`config.mk`:
```
export PLATFORM = sky130hd
export DESIGN_NAME = layer_compositor
export DESIGN_NICKNAME = d
export VERILOG_FILES = /design/src/rtl/compositor_pkg.sv /design/src/rtl/frame_timer.sv /design/src/rtl/layer_compositor.sv
export SDC_FILE = /design/constraint.sdc
export NUM_CORES = 1
export LEC_CHECK = 0
export CORE_MARGIN = 1
export CORE_UTILIZATION = 25
export CTS_CLUSTER_DIAMETER = 40
export CTS_CLUSTER_SIZE = 14
export DETAILED_ROUTE_END_ITERATION = 10
export PLACE_DENSITY_LB_ADDON = 0.3
export SLEW_MARGIN = 15
export SYNTH_ARGS = -nofsm -noshare
export SYNTH_HDL_FRONTEND = slang
export SYNTH_SLANG_ARGS = --single-unit
```
`constraint.sdc`:
```
create_clock -name clk -period 3.6 [get_ports clk]
set_input_delay 0.36 -clock clk [delete_from_list [all_inputs] [get_ports clk]]
set_output_delay 0.36 -clock clk [all_outputs]
set_load 0.02 [all_outputs]
```
`src/rtl/compositor_pkg.sv`:
```
// Shared constants and helpers for the layer compositor: default palette
// colours (authored at 12-bit 4:4:4), palette slot offsets and colour scaling.
package compositor_pkg;

  localparam logic [11:0] DEF_L0    = 12'hAAA;
  localparam logic [11:0] DEF_L1    = 12'hF00;
  localparam logic [11:0] DEF_L2    = 12'h0FF;
  localparam logic [11:0] DEF_BG    = 12'hFFF;
  localparam logic [11:0] DEF_FLASH = 12'hF0F;

  // Palette slots after the layer entries, as offsets from NUM_LAYERS.
  localparam int BG_IDX    = 0;
  localparam int FLASH_IDX = 1;

  // Rescale a 12-bit 4:4:4 colour to rgb_w bits (rgb_w/3 per channel) by
  // repeating each channel's bits MSB-first; narrowing keeps the top bits.
  // The result sits in the low rgb_w bits.
  function automatic logic [63:0] scale_color(input logic [11:0] c, input int rgb_w);
    logic [63:0] res;
    int cw;
    res = '0;
    cw  = rgb_w / 3;
    for (int ch = 0; ch < 3; ch++) begin
      for (int j = 0; j < 21; j++) begin
        if (j < cw) res[6'(ch * cw + cw - 1 - j)] = c[4'(ch * 4 + 3 - (j % 4))];
      end
    end
    return res;
  endfunction

endpackage

```
`src/rtl/frame_timer.sv`:
```
// Frame-tick counter shared by blink and flash logic. WRAP=1: counts ticks
// 0..LIMIT and wraps; zero strobes on the tick that returns the count to 0.
// WRAP=0: load sets the count, ticks decrement it down to 0 and it holds;
// zero is a level flag. Load always wins over a coincident tick.
module frame_timer
  import compositor_pkg::*;
#(
  parameter int WIDTH = 4,
  parameter int LIMIT = 15,
  parameter bit WRAP  = 1'b0
) (
  input  logic             clk,
  input  logic             reset,
  input  logic             load,
  input  logic [WIDTH-1:0] load_val,
  input  logic             tick,
  output logic             zero
);

  localparam logic [WIDTH-1:0] LIMIT_V = WIDTH'(LIMIT);

  logic [WIDTH-1:0] count_p0;

  // Counter state: load first, then tick-driven wrap or decrement.
  always_ff @(posedge clk or posedge reset) begin
    if (reset) begin
      count_p0 <= '0;
    end else if (load) begin
      count_p0 <= load_val;
    end else if (tick) begin
      if (WRAP) begin
        count_p0 <= (count_p0 == LIMIT_V) ? '0 : count_p0 + WIDTH'(1);
      end else if (count_p0 != '0) begin
        count_p0 <= count_p0 - WIDTH'(1);
      end
    end
  end

  generate
    if (WRAP) begin : g_wrap
      assign zero = tick & ~load & (count_p0 == LIMIT_V);
    end else begin : g_dec
      assign zero = (count_p0 == '0);
    end
  endgenerate

endmodule

```
`src/rtl/layer_compositor.sv`:
```
// Priority pixel compositor: per-layer hit flags resolved against a
// programmable palette, with per-layer blink and a timed full-screen flash
// that replaces only the background. Pixel and syncs leave on the same edge.
module layer_compositor
  import compositor_pkg::*;
#(
  parameter int NUM_LAYERS   = 4,
  parameter int RGB_W        = 12,
  parameter int BLINK_FRAMES = 16,
  parameter int FLASH_FRAMES = 30
) (
  input  logic                              clk,
  input  logic                              reset,
  input  logic                              video_on,
  input  logic                              hsync_in,
  input  logic                              vsync_in,
  input  logic                              frame_tick,
  input  logic [NUM_LAYERS-1:0]             layer_on,
  input  logic [NUM_LAYERS-1:0]             layer_en,
  input  logic [NUM_LAYERS-1:0]             blink_en,
  input  logic                              flash_req,
  input  logic                              wr_en,
  input  logic [$clog2(NUM_LAYERS+2)-1:0]   wr_addr,
  input  logic [RGB_W-1:0]                  wr_data,
  output logic [RGB_W-1:0]                  rgb,
  output logic                              hsync,
  output logic                              vsync,
  output logic                              flash_active
);

  localparam int NE    = NUM_LAYERS + 2;
  localparam int BG    = NUM_LAYERS + BG_IDX;
  localparam int FL    = NUM_LAYERS + FLASH_IDX;
  localparam int BLK_W = $clog2(BLINK_FRAMES + 1);
  localparam int FLS_W = $clog2(FLASH_FRAMES + 1);

  function automatic logic [RGB_W-1:0] def_color(input int idx);
    logic [63:0] w;
    if (idx == FL)      w = scale_color(DEF_FLASH, RGB_W);
    else if (idx == BG) w = scale_color(DEF_BG, RGB_W);
    else if (idx == 0)  w = scale_color(DEF_L0, RGB_W);
    else if (idx == 1)  w = scale_color(DEF_L1, RGB_W);
    else if (idx == 2)  w = scale_color(DEF_L2, RGB_W);
    else                w = '0;
    return w[RGB_W-1:0];
  endfunction

  logic [RGB_W-1:0]      pal [NE];
  logic                  blink_phase;
  logic                  blink_wrap;
  logic                  flash_zero;
  logic [NUM_LAYERS-1:0] hit_p0;
  logic [RGB_W-1:0]      rgb_p0;
  logic [RGB_W-1:0]      rgb_p1;
  logic                  hsync_p1;
  logic                  vsync_p1;

  frame_timer #(
    .WIDTH (BLK_W),
    .LIMIT (BLINK_FRAMES - 1),
    .WRAP  (1'b1)
  ) u_blink (
    .clk      (clk),
    .reset    (reset),
    .load     (1'b0),
    .load_val ('0),
    .tick     (frame_tick),
    .zero     (blink_wrap)
  );

  frame_timer #(
    .WIDTH (FLS_W),
    .LIMIT (0),
    .WRAP  (1'b0)
  ) u_flash (
    .clk      (clk),
    .reset    (reset),
    .load     (flash_req),
    .load_val (FLS_W'(FLASH_FRAMES)),
    .tick     (frame_tick),
    .zero     (flash_zero)
  );

  assign flash_active = ~flash_zero;

  // Blink phase starts visible and flips each time the blink counter wraps.
  always_ff @(posedge clk or posedge reset) begin
    if (reset)           blink_phase <= 1'b1;
    else if (blink_wrap) blink_phase <= ~blink_phase;
  end

  // Palette registers; a write lands on the edge, so same-cycle reads see the old value.
  always_ff @(posedge clk or posedge reset) begin
    if (reset) begin
      for (int i = 0; i < NE; i++) pal[i] <= def_color(i);
    end else if (wr_en && (int'(wr_addr) < NE)) begin
      pal[wr_addr] <= wr_data;
    end
  end

  // Stage 0: effective hits and priority select (lowest index wins).
  always_comb begin
    hit_p0 = layer_on & layer_en & (~blink_en | {NUM_LAYERS{blink_phase}});
    rgb_p0 = flash_active ? pal[FL] : pal[BG];
    for (int i = NUM_LAYERS - 1; i >= 0; i--) begin
      if (hit_p0[i]) rgb_p0 = pal[i];
    end
    if (!video_on) rgb_p0 = '0;
  end

  // Stage 1: register pixel and syncs together.
  always_ff @(posedge clk or posedge reset) begin
    if (reset) begin
      rgb_p1   <= '0;
      hsync_p1 <= 1'b0;
      vsync_p1 <= 1'b0;
    end else begin
      rgb_p1   <= rgb_p0;
      hsync_p1 <= hsync_in;
      vsync_p1 <= vsync_in;
    end
  end

  assign rgb   = rgb_p1;
  assign hsync = hsync_p1;
  assign vsync = vsync_p1;

endmodule
```
==> qor.log, run 1 <==
qor: synthesis.sequential_cell_area_fraction_in_the_yosys_report 56.4%
qor: pwr.p_sw_share 26.4%
qor: global_route.global_route.usage.total 12.4%
qor: die.chip_height 134 um
qor: final_layout.n_antenna_cell 0
qor: placed_design.placement.io_buffers 49
qor: job.drv.max_cap_violation_count 0
qor: sta.finalWorstPathRequiredPeriod 2.68 ns
qor: die.dieWidth 134 um
qor: final_layout.areaGrowthSynthToFinish 24.3%
qor: drt.antenna_left 0
qor: drt.num_vias 2875
qor: synthesis.largest_area_contributor_in_the_netlist sky130_fd_sc_hd__dfrtp_1
qor: sta.hold_viol 0
qor: sta.finalWorstSetupSlack 0.922 ns
qor: sta.skew 0.00473 ns
qor: final_layout.register_area 2460 sq um
qor: synthesis.combinational_family_with_the_most_area_after_synthesis multiplexers
qor: worst_setup_path.worst-r2r-cell-count 5
qor: global_route.grt_max_degree 65
qor: pwr.cell_internal_pwr 0.00226 W
qor: placed_design.gp_congestion 0.713
qor: final_layout.fillerInstances 1718
qor: clock_tree.cts.repair.resized 0
qor: final_layout.layout-drive-gt1-share 34.1%
qor: synthesis.register_bit_total_from_synthesis 97
qor: worst_setup_path.worst-setup-path-type reg2out
qor: clock_tree.cts.hold.buffers_added 0
qor: sta.timing.fmax 373 MHz
qor: placed_design.detailedPlacementHpwl 6720 um
qor: global_route.grt_pass1_vias 3039
qor: clock_tree.clk_path_buf_depth 2
qor: drt.routedLengthMet1 4310 um
qor: synthesis.synthXorXnorAreaFrac 0.803%
qor: sta.tightest_slew 0.819 ns
qor: synthesis.number_of_flops_mapped_to_enable_cells_by_yosys 0
qor: sta.max_slew_margin 45.4%
qor: drt.drt-total-wl 10200 um
qor: synthesis.synthDistinctLibCells 37
qor: pwr.power.density_cell_area 566 nW/um^2
qor: worst_setup_path.critical_path.cell_chain inv_1 > ha_1 > nor4b_4 > buf_4 > inv_2 > clkdlybuf4s50_1
qor: drt.highest-signal-layer met4
qor: synthesis.syn_area 4360 sq um
qor: clock_tree.clkTransAtPathRegs 0.06 ns
qor: worst_setup_path.cp_num_buf_inv 4
qor: synthesis.synth.top_cell.area_share 41.3%
qor: pwr.ir_worst_vdd 212 uV
qor: clock_tree.cts_made_buffers 9
qor: outcome.outcome complete, no violations
qor: global_route.overflow 0
qor: clock_tree.postCtsSetupBuffers 0
qor: sta.finalSetupTns 0 ns
qor: pwr.share_clk_of_total_power 31.2%
qor: worst_setup_path.crit_start u_flash.count_p0[0]$_DFFE_PP0P_
qor: worst_setup_path.max_incr_delay_on_cp 0.68 ns
qor: clock_tree.cts-root-buf sky130_fd_sc_hd__clkbuf_16
qor: clock_tree.clkSinkCount 97
qor: drt.first_pass_iters 4
qor: sta.finalCritPeriodShare 74.4%
qor: synthesis.fraction_of_registers_with_async_set_reset 100%
qor: worst_setup_path.timing.critical_path.to flash_active
qor: sta.finalSetupViolations 0
qor: synthesis.post_synth.cell_area_avg 12.5 sq um
qor: synthesis.synth_mux_area_share 18.8%
qor: worst_setup_path.start_kind flop
qor: drt.initialDrtViolationCount 266
qor: die.core_region_area 16800 sq um
qor: global_route.antenna_violations_before_repair 0
qor: pwr.power.switching 0.000810 W
qor: synthesis.synth_compound_area_share 7.00%
qor: final_layout.multiInputGateArea 1800 sq um
qor: synthesis.ys.flop_type sky130_fd_sc_hd__dfrtp_1
qor: worst_setup_path.cp_data_required_time 3.24 ns
qor: sta.grt_setup_unrepaired no
qor: worst_setup_path.worstSetupPathDepth 6
qor: worst_setup_path.cpMaxStageDelayCell sky130_fd_sc_hd__clkdlybuf4s50_1
qor: final_layout.final_nets 437
qor: synthesis.postSynthNetCount 385
qor: worst_setup_path.endpoint_kind primary output
qor: clock_tree.tritoncts done
qor: worst_setup_path.timing.rr.start blink_phase$_DFFE_PP1P_
qor: die.initial_core_util 25.9%
qor: pwr.power_frac_seq 48.8%
qor: synthesis.synth-adder-area-share 0.574%
qor: die.io-pin-count 50
qor: worst_setup_path.cp_max_fo 16
qor: placed_design.place_worst_setup_slack 1.26 ns
qor: die.row_count 47
qor: drt.met2WireLength 5300 um
qor: pwr.total_power 0.00307 W
qor: global_route.first_pass_grt_wire_length 16700 um
qor: clock_tree.h_tree_levels 3
qor: worst_setup_path.timing.critical_path.max_delay_family buffers and inverters
qor: pwr.power.share.combinational 20.0%
qor: synthesis.synthSimpleGateAreaFrac 13.6%
qor: worst_hold_path.worstHoldPathType in2reg
qor: synthesis.synth.area.top_cells sky130_fd_sc_hd__dfrtp_1, sky130_fd_sc_hd__mux2_2, sky130_fd_sc_hd__dfstp_2
qor: pwr.power.leakage 2.20 nW
qor: drt.detail_route.vias_per_cell 4.60
qor: drt.route.detailed.drc 0
qor: clock_tree.insertion_delay 0.35 ns
qor: synthesis.synth_warnings 0
qor: sta.drv_slew 0
qor: synthesis.syn_inst 348
qor: drt.routedWlPerCell 16.3 um
qor: worst_setup_path.rr_endpoint rgb[5]$_DFF_PP0_
qor: worst_setup_path.worst-r2r-setup-slack 1.53 ns
qor: die.fp.dieArea 18000 sq um
qor: worst_setup_path.arrival 2.32 ns
qor: drt.met3WireLength 406 um
[cells in the mapped netlist (all sizes together), types with 3 or more instances]
| cell | number |
|---|---|
| dfrtp | 72 |
| mux2 | 72 |
| nand2 | 44 |
| dfstp | 25 |
| nor3 | 15 |
| o21ai | 15 |
| buf | 13 |
| and3 | 12 |
| nor4 | 12 |
| o41ai | 12 |
| and2 | 6 |
| clkbuf | 6 |
| inv | 6 |
| nand2b | 6 |
| nand3 | 4 |
| nor2 | 4 |
| a31oi | 3 |
[stage by stage]
stage	instance area (sq um)	utilization [%]	hold WS, ns	std cells
final	5420	32.2	0.447	625
after global placement	5130	30.5	0.459	609
after global routing	5420	32.2	0.452	625
after floorplan	4360	-	0.391	348
after detailed placement	5130	30.5	0.462	609
after CTS	5420	32.2	0.434	625
[cell families after synthesis]
logic type                 count (synthesis)
adders and majority gates                  2
xor gates and xnor gates                   4
muxes                                     73
buffers and inverters                     25
DFF                                       97
and+or+nand+nor                          113
AOI/OAI and AO/OA                         34
[cell usage in the layout, fill, tap and decap left out, types with 3 or more instances in the layout]
cell,netlist,layout
sky130_fd_sc_hd__mux2_2,72,72
sky130_fd_sc_hd__dfrtp_1,72,72
sky130_fd_sc_hd__clkdlybuf4s50_1,0,49
sky130_fd_sc_hd__nand2_1,43,43
sky130_fd_sc_hd__dfstp_2,25,25
sky130_fd_sc_hd__o21ai_0,15,15
sky130_fd_sc_hd__nor3_1,15,13
sky130_fd_sc_hd__nor4_1,12,12
sky130_fd_sc_hd__and3_1,12,12
sky130_fd_sc_hd__buf_4,3,11
sky130_fd_sc_hd__o41ai_2,10,10
sky130_fd_sc_hd__clkbuf_16,0,9
sky130_fd_sc_hd__nand2b_1,6,6
sky130_fd_sc_hd__and2_1,6,6
sky130_fd_sc_hd__inv_1,5,4
sky130_fd_sc_hd__nor2_1,4,4
sky130_fd_sc_hd__nand3_1,4,4
sky130_fd_sc_hd__clkbuf_1,6,4
sky130_fd_sc_hd__a31oi_1,3,3
[area by class of cell]
type	instances	area share, %
clock buffers	14	4.68
repair buffers	60	10.6
multi-input cells	226	33.2
inverters	6	0.461
clock inverters	2	0.692
flip-flops and latches	97	45.3
well taps	220	5.08
[worst min path at each step]
stage | startpoint | endpoint | slack [ns] | cells after the start
3_5_place_dp | pal[71]$_DFFE_PP0P_ | rgb[11]$_DFF_PP0_ | 0.46 | 2
3_3_place_gp | pal[68]$_DFFE_PP0P_ | rgb[8]$_DFF_PP0_ | 0.46 | 2
4_1_cts | hsync_in | hsync$_DFF_PP0_ | 0.43 | 1
6_report | hsync_in | hsync$_DFF_PP0_ | 0.45 | 1
2_1_floorplan | hsync_in | hsync$_DFF_PP0_ | 0.39 | 0
5_1_grt | hsync_in | hsync$_DFF_PP0_ | 0.45 | 1
[routing by layer]
layer	up-vias	track usage (%)
met5	-	0
met4	0	5.62
met3	12	2.49
met2	51	21.6
met1	1458	14.7
li1	1354	-
[worst reg2reg max path: stages (launching register included)]
cell and delay [ns]:
sky130_fd_sc_hd__dfstp_2 0.56, sky130_fd_sc_hd__nand2b_1 0.15, sky130_fd_sc_hd__and2_1 0.50, sky130_fd_sc_hd__buf_4 0.31, sky130_fd_sc_hd__nor4_1 0.09, sky130_fd_sc_hd__o41ai_2 0.36
[registers in the layout, indices dropped and copies added, names as in the netlist]
register / cells
blink_phase: 1
hsync: 1
pal: 72
rgb: 12
u_blink.count_p0: 5
u_flash.count_p0: 5
vsync: 1
[power groups by stage]
stage	Combinational [W]	Sequential [W]	Clock, W
after floorplan	0.000381	0.00152	0
after global placement	0.000603	0.00151	0
after detailed placement	0.000624	0.00152	0
after CTS	0.000625	0.00150	0.000990
after global routing	0.000674	0.00153	0.00103
final	0.000614	0.00150	0.000956
Power figures use the tool's default switching activity.
==> inputs of run 2 (changes only) <==
==> constraint.sdc (replaced) <==
create_clock -name clk -period 2.7 [get_ports clk]
set_input_delay 0.27 -clock clk [delete_from_list [all_inputs] [get_ports clk]]
set_output_delay 0.27 -clock clk [all_outputs]
set_load 0.02 [all_outputs]
==> run 2 against run 1 <==
Worst setup slack got worse by 0.48 ns. Routed wire length rose by 4.5%. Worst hold slack got worse by 0.25 ns. Sequential share of layout area fell by 0.36 points. Critical endpoint unchanged. Largest power group unchanged.
==> qor.log, run 2 (same netlist as run 1, synthesis figures left out) <==
qor: global_route.overflow 0 [unchanged]
qor: clock_tree.postCtsSetupBuffers 0 [unchanged]
qor: final_layout.n_antenna_cell 0 [unchanged]
qor: worst_setup_path.timing.rr.start blink_phase$_DFFE_PP1P_ [unchanged]
qor: worst_setup_path.start_kind flop [unchanged]
qor: worst_setup_path.arrival 1.99 ns [was 2.32 ns]
qor: drt.detail_route.vias_per_cell 4.59 [was 4.60]
qor: pwr.power.density_cell_area 757 nW/um^2 [was 566 nW/um^2]
qor: pwr.power_frac_seq 48.5% [was 48.8%]
qor: worst_setup_path.rr_endpoint rgb[9]$_DFF_PP0_ [was rgb[5]$_DFF_PP0_]
qor: global_route.antenna_violations_before_repair 0 [unchanged]
qor: drt.drt-total-wl 10700 um [was 10200 um]
qor: job.drv.max_cap_violation_count 0 [unchanged]
qor: clock_tree.clkTransAtPathRegs 0.07 ns [was 0.06 ns]
qor: sta.grt_setup_unrepaired no [unchanged]
qor: sta.hold_viol 0 [unchanged]
qor: final_layout.fillerInstances 1710 [was 1718]
qor: placed_design.placedInstanceArea 5160 sq um [was 5130 sq um]
qor: sta.tightest_slew 0.666 ns [was 0.819 ns]
qor: final_layout.multiInputGateArea 1800 sq um [unchanged]
qor: drt.routedWlPerCell 17.0 um [was 16.3 um]
qor: worst_setup_path.worst-r2r-setup-slack 0.80 ns [was 1.53 ns]
qor: sta.timing.fmax 442 MHz
qor: worst_setup_path.worst-r2r-cell-count 4 [was 5]
qor: global_route.first_pass_grt_wire_length 17400 um [was 16700 um]
qor: pwr.power.switching 0.00112 W [was 0.000810 W]
qor: worst_setup_path.cp_data_required_time 2.43 ns [was 3.24 ns]
qor: clock_tree.h_tree_levels 3 [unchanged]
qor: pwr.cell_internal_pwr 0.00302 W [was 0.00226 W]
qor: clock_tree.cts.hold.buffers_added 0 [unchanged]
qor: pwr.power.share.combinational 19.8% [was 20.0%]
qor: sta.finalSetupTns 0 ns [unchanged]
qor: final_layout.flip_flop_count_of_the_largest_register_after_layout 72 [unchanged]
qor: outcome.outcome complete, no violations [unchanged]
qor: sta.max_slew_margin 55.6% [was 45.4%]
qor: clock_tree.cts.repair.resized 0 [unchanged]
qor: sta.finalCritPeriodShare 83.8%
qor: final_layout.final_nets 439 [was 437]
qor: worst_setup_path.cpMaxStageDelayCell sky130_fd_sc_hd__clkdlybuf4s50_1 [unchanged]
qor: die.chip_height 134 um [unchanged]
qor: die.core_region_area 16800 sq um [unchanged]
qor: pwr.power.leakage 2.22 nW [was 2.20 nW]
qor: final_layout.areaGrowthSynthToFinish 25.3% [was 24.3%]
qor: placed_design.gp_congestion 0.712 [was 0.713]
qor: drt.num_vias 2876 [was 2875]
qor: final_layout.register_area 2460 sq um [unchanged]
qor: worst_setup_path.max_incr_delay_on_cp 0.56 ns [was 0.68 ns]
qor: worst_setup_path.critical_path.cell_chain inv_1 > ha_1 > nor4b_4 > inv_2 > clkdlybuf4s50_1 [was inv_1 > ha_1 > nor4b_4 > buf_4 > inv_2 > clkdlybuf4s50_1]
qor: clock_tree.clkSinkCount 97 [unchanged]
qor: final_layout.layout-drive-gt1-share 35.1% [was 34.1%]
qor: placed_design.detailedPlacementHpwl 6900 um [was 6720 um]
qor: die.dieWidth 134 um [unchanged]
qor: worst_setup_path.endpoint_kind primary output [unchanged]
qor: sta.finalSetupViolations 0 [unchanged]
qor: pwr.ir_worst_vdd 298 uV [was 212 uV]
qor: sta.drv_slew 0 [unchanged]
qor: clock_tree.tritoncts done [unchanged]
qor: sta.skew 0.00757 ns [was 0.00473 ns]
qor: worst_setup_path.cp_max_fo 5 [was 16]
qor: drt.antenna_left 0 [unchanged]
qor: sta.finalWorstPathRequiredPeriod 2.26 ns
qor: die.io-pin-count 50 [unchanged]
qor: drt.initialDrtViolationCount 114 [was 266]
qor: pwr.share_clk_of_total_power 31.8% [was 31.2%]
qor: final_layout.layout.cell_area.non_filler 5470 sq um [was 5420 sq um]
qor: drt.route.detailed.drc 0 [unchanged]
qor: final_layout.finalCoreUtilization 32.5% [was 32.2%]
qor: die.row_count 47 [unchanged]
qor: placed_design.placement.io_buffers 49 [unchanged]
qor: worst_setup_path.worst-setup-path-type reg2out [unchanged]
qor: global_route.grt_max_degree 56 [was 65]
qor: clock_tree.cts-root-buf sky130_fd_sc_hd__clkbuf_16 [unchanged]
qor: clock_tree.cts_made_buffers 9 [unchanged]
qor: clock_tree.insertion_delay 0.35 ns [about the same]
qor: die.initial_core_util 25.9% [unchanged]
qor: drt.first_pass_iters 4 [unchanged]
qor: global_route.global_route.usage.total 12.9% [was 12.4%]
qor: global_route.grt_pass1_vias 3078 [was 3039]
qor: final_layout.layout.cells.most_common_list sky130_fd_sc_hd__mux2_2, sky130_fd_sc_hd__dfrtp_1, sky130_fd_sc_hd__clkdlybuf4s50_1 [unchanged]
qor: die.fp.dieArea 18000 sq um [unchanged]
qor: worst_hold_path.worstHoldPathType in2async [was in2reg]
qor: clock_tree.clk_path_buf_depth 2 [unchanged]
qor: pwr.p_sw_share 27.0% [was 26.4%]
qor: final_layout.registers.top_by_ff_count pal [unchanged]
==> run 2: cell types whose count changed in the layout (fill, tap and decap cells not counted) <==
cell and delta:
sky130_fd_sc_hd__clkbuf_1 -3, sky130_fd_sc_hd__clkinvlp_4 +1, sky130_fd_sc_hd__buf_4 +1, sky130_fd_sc_hd__inv_6 +1
sky130_fd_sc_hd__clkinv_4 +2, sky130_fd_sc_hd__buf_12 +1, sky130_fd_sc_hd__inv_4 -1
==> run 2: final cells by class <==
| cell class | count | share of cell area (%) |
|---|---|---|
| Clock buffer | 11 | 4.44 |
| Timing Repair Buffer | 62 | 11.0 |
| Tap cell | 220 | 5.04 |
| Multi-Input combinational cell | 226 | 32.9 |
| Inverter | 6 | 0.481 |
| Clock inverter | 5 | 1.17 |
| Sequential cell | 97 | 45.0 |
==> run 2: layer usage <==
metal / GRT usage [%] / vias to the layer above / wire length, um
li1: - / 1357 / -
met1: 15.3 / 1460 / 4620
met2: 22.3 / 45 / 5440
met3: 3.67 / 14 / 397
met4: 4.18 / 0 / 219
met5: 0 / - / 0
==> run 2: power by group through the flow <==
stage	registers [W]	logic (W)	clock network, W
final	0.00200	0.000819	0.00131
after global placement	0.00202	0.000803	0
after global routing	0.00205	0.000898	0.00141
after CTS	0.00201	0.000831	0.00135
after detailed placement	0.00203	0.000829	0
after floorplan	0.00203	0.000509	0
==> run 2: stage by stage <==
| stage | hold slack (ns) | cells | setup WS, ns | total power, W |
|---|---|---|---|---|
| after global placement | 0.459 | 611 | 0.687 | 0.00282 |
| after detailed placement | 0.464 | 611 | 0.641 | 0.00286 |
| after global routing | 0.200 | 627 | 0.263 | 0.00435 |
| final | 0.197 | 627 | 0.438 | 0.00414 |
| after floorplan | 0.301 | 348 | 1.01 | 0.00254 |
| after CTS | 0.193 | 627 | 0.400 | 0.00419 |
==> run 2: worst max-delay path by stage <==
stage | startpoint | to | depth (start not counted)
after floorplan | u_flash.count_p0[0]$_DFFE_PP0P_ | u_flash.count_p0[2]$_DFFE_PP0P_ | 8
after global placement | layer_on[2] | rgb[5]$_DFF_PP0_ | 5
after detailed placement | layer_on[2] | rgb[9]$_DFF_PP0_ | 5
after CTS | u_flash.count_p0[0]$_DFFE_PP0P_ | flash_active | 5
after global routing | u_flash.count_p0[0]$_DFFE_PP0P_ | flash_active | 5
final | u_flash.count_p0[0]$_DFFE_PP0P_ | flash_active | 5
==> run 2: worst max-delay path, delay by kind of cell (launching register included) <==
family | cells | cell delay, ns
DFF | 1 | 0.38
and+or+nand+nor | 1 | 0.25
buffers and inverters | 3 | 0.78
adders and majority gates | 1 | 0.24
==> inputs of run 3 (changes only) <==
==> constraint.sdc (replaced) <==
create_clock -name clk -period 2.35 [get_ports clk]
set_input_delay 0.235 -clock clk [delete_from_list [all_inputs] [get_ports clk]]
set_output_delay 0.235 -clock clk [all_outputs]
set_load 0.02 [all_outputs]
==> run 3 against run 2 <==
Sequential share of layout area is 0.27 points higher. Critical endpoint unchanged. First-iteration DRC count is 13% higher. Sequential cell count stayed put. Worst setup slack worse by 0.30 ns. Critical path depth is the same. Final cell count is the same. Register-to-register slack got worse by 0.32 ns. Combinational power grew 15%. Count of clock-buffer cells in the layout unchanged. Clock power increased by 4%.
==> qor.log, run 3 (same netlist as run 1, synthesis figures left out) <==
qor: die.row_count 47 [unchanged]
qor: clock_tree.cts_made_buffers 9 [unchanged]
qor: clock_tree.tritoncts done [unchanged]
qor: clock_tree.insertion_delay 0.35 ns [about the same]
qor: final_layout.flip_flop_count_of_the_largest_register_after_layout 72 [unchanged]
qor: final_layout.areaGrowthSynthToFinish 24.6% [was 25.3%]
qor: placed_design.gp_congestion 0.713 [was 0.712]
qor: pwr.total_power 0.00460 W [was 0.00414 W]
qor: final_layout.n_antenna_cell 0 [unchanged]
qor: global_route.global_route.usage.total 12.7% [was 12.9%]
qor: final_layout.fillerInstances 1744 [was 1710]
qor: die.chip_height 134 um [unchanged]
qor: drt.num_vias 2919 [was 2876]
qor: final_layout.layout-drive-gt1-share 35.1% [unchanged]
qor: global_route.overflow 0 [unchanged]
qor: clock_tree.clk_path_buf_depth 2 [unchanged]
qor: clock_tree.cts.hold.buffers_added 0 [unchanged]
qor: drt.routedWlPerCell 16.4 um [was 17.0 um]
qor: worst_setup_path.start_kind flop [unchanged]
qor: drt.initialDrtViolationCount 129 [was 114]
qor: die.fp.dieArea 18000 sq um [unchanged]
qor: sta.finalCritPeriodShare 93.9%
qor: clock_tree.clkSinkCount 97 [unchanged]
qor: placed_design.placement.io_buffers 49 [unchanged]
qor: clock_tree.cts.repair.resized 0 [unchanged]
qor: sta.worst_hold_slack 0.318 ns [was 0.197 ns]
qor: clock_tree.cts-root-buf sky130_fd_sc_hd__clkbuf_16 [unchanged]
qor: drt.antenna_left 0 [unchanged]
qor: sta.tightest_slew 0.637 ns [was 0.666 ns]
qor: sta.max_slew_margin 57.5% [was 55.6%]
qor: drt.first_pass_iters 4 [unchanged]
qor: sta.finalWorstPathRequiredPeriod 2.21 ns
qor: final_layout.layout.cells.most_common_list sky130_fd_sc_hd__mux2_2, sky130_fd_sc_hd__dfrtp_1, sky130_fd_sc_hd__clkdlybuf4s50_1 [unchanged]
qor: sta.grt_setup_unrepaired no [unchanged]
qor: global_route.first_pass_grt_wire_length 17100 um [was 17400 um]
qor: pwr.power.leakage 2.21 nW [was 2.22 nW]
qor: worst_hold_path.worstHoldPathType in2reg [was in2async]
qor: pwr.power.density_cell_area 846 nW/um^2 [was 757 nW/um^2]
qor: final_layout.registers.top_by_ff_count pal [unchanged]
qor: sta.hold_viol 0 [unchanged]
qor: sta.drv_slew 0 [unchanged]
qor: job.drv.max_cap_violation_count 0 [unchanged]
qor: worst_setup_path.endpoint_kind primary output [unchanged]
qor: worst_setup_path.worst-setup-path-type reg2out [unchanged]
qor: worst_setup_path.cp_max_fo 4 [was 5]
qor: worst_setup_path.arrival 1.97 ns [was 1.99 ns]
qor: outcome.outcome complete, no violations [unchanged]
qor: global_route.grt_pass1_vias 3119 [was 3078]
qor: die.initial_core_util 25.9% [unchanged]
qor: sta.finalSetupViolations 0 [unchanged]
qor: clock_tree.clkTransAtPathRegs 0.06 ns [was 0.07 ns]
qor: die.io-pin-count 50 [unchanged]
qor: global_route.antenna_violations_before_repair 0 [unchanged]
qor: sta.skew 0.00749 ns [was 0.00757 ns]
qor: worst_setup_path.cp_data_required_time 2.12 ns [was 2.43 ns]
qor: die.core_region_area 16800 sq um [unchanged]
qor: drt.detail_route.vias_per_cell 4.66 [was 4.59]
qor: drt.route.detailed.drc 0 [unchanged]
qor: drt.drt-total-wl 10300 um [was 10700 um]
qor: final_layout.final_nets 439 [unchanged]
qor: sta.timing.fmax 453 MHz
qor: clock_tree.postCtsSetupBuffers 0 [unchanged]
qor: clock_tree.h_tree_levels 3 [unchanged]
qor: pwr.ir_worst_vdd 367 uV [was 298 uV]
qor: die.dieWidth 134 um [unchanged]
qor: sta.finalSetupTns 0 ns [unchanged]
qor: global_route.grt_max_degree 98 [was 56]
qor: placed_design.detailedPlacementHpwl 6590 um [was 6900 um]
==> run 3: cell types whose count changed in the layout (fill, tap and decap cells not counted), sizes merged <==
| cell | change |
|---|---|
| clkinv | +2 |
| inv | -1 |
| bufinv | -1 |
==> run 3: layer usage <==
metal | global-route usage, % | share of wire, %
met1 | 14.8 | 43
met2 | 22.0 | 51
met3 | 3.74 | 3.5
met4 | 4.43 | 1.8
met5 | 0 | 0
==> run 3: final timing paths <==
path                       cells past startpoint  slack, ns                              end                            start
setup / recovery                               5       0.14                     flash_active  u_flash.count_p0[0]$_DFFE_PP0P_
min in group asynchronous                      3       0.37              pal[70]$_DFFE_PP0P_                            reset
hold reg to reg                                2       0.48                 rgb[9]$_DFF_PP0_              pal[69]$_DFFE_PP0P_
hold / removal                                 1       0.32                  vsync$_DFF_PP0_                         vsync_in
max in group asynchronous                      3       1.54                 rgb[6]$_DFF_PP0_                            reset
setup reg to reg                               8       0.48  u_flash.count_p0[2]$_DFFE_PP0P_  u_flash.count_p0[0]$_DFFE_PP0P_
==> run 3: layout make-up <==
class	count	area, sq um	area share [%]
clock buffer	11	243	4.47
clock inverter	5	31.3	0.576
inverter	6	26.3	0.484
multi-input combinational	226	1800	33.1
sequential	97	2460	45.2
tap	220	275	5.07
timing repair buffer	62	601	11.1
==> run 3: report_power, final <==
group	internal (W)	total [W]	leakage [nW]	switching (W)
clock	0.000743	0.00136	0.135	0.000621
sequential	0.00210	0.00230	1.13	0.000196
combinational	0.000506	0.000938	0.944	0.000432
total	0.00335	0.00460	2.21	0.00125
==> run 3: stage by stage <==
stage	area, sq um	setup WS, ns	std cells	util [%]
floorplan	4370	0.659	348	-
global placement	5160	0.375	611	30.7
detailed placement	5160	0.421	611	30.7
CTS	5430	0.0931	627	32.3
global route	5430	0.0123	627	32.3
finish	5430	0.142	627	32.3
==> run 3: worst max-delay path: stages, from the launching register on <==
cell,delay [ns]
sky130_fd_sc_hd__dfrtp_1,0.38
sky130_fd_sc_hd__inv_1,0.09
sky130_fd_sc_hd__ha_1,0.23
sky130_fd_sc_hd__nor4b_4,0.26
sky130_fd_sc_hd__inv_2,0.11
sky130_fd_sc_hd__clkdlybuf4s50_1,0.55
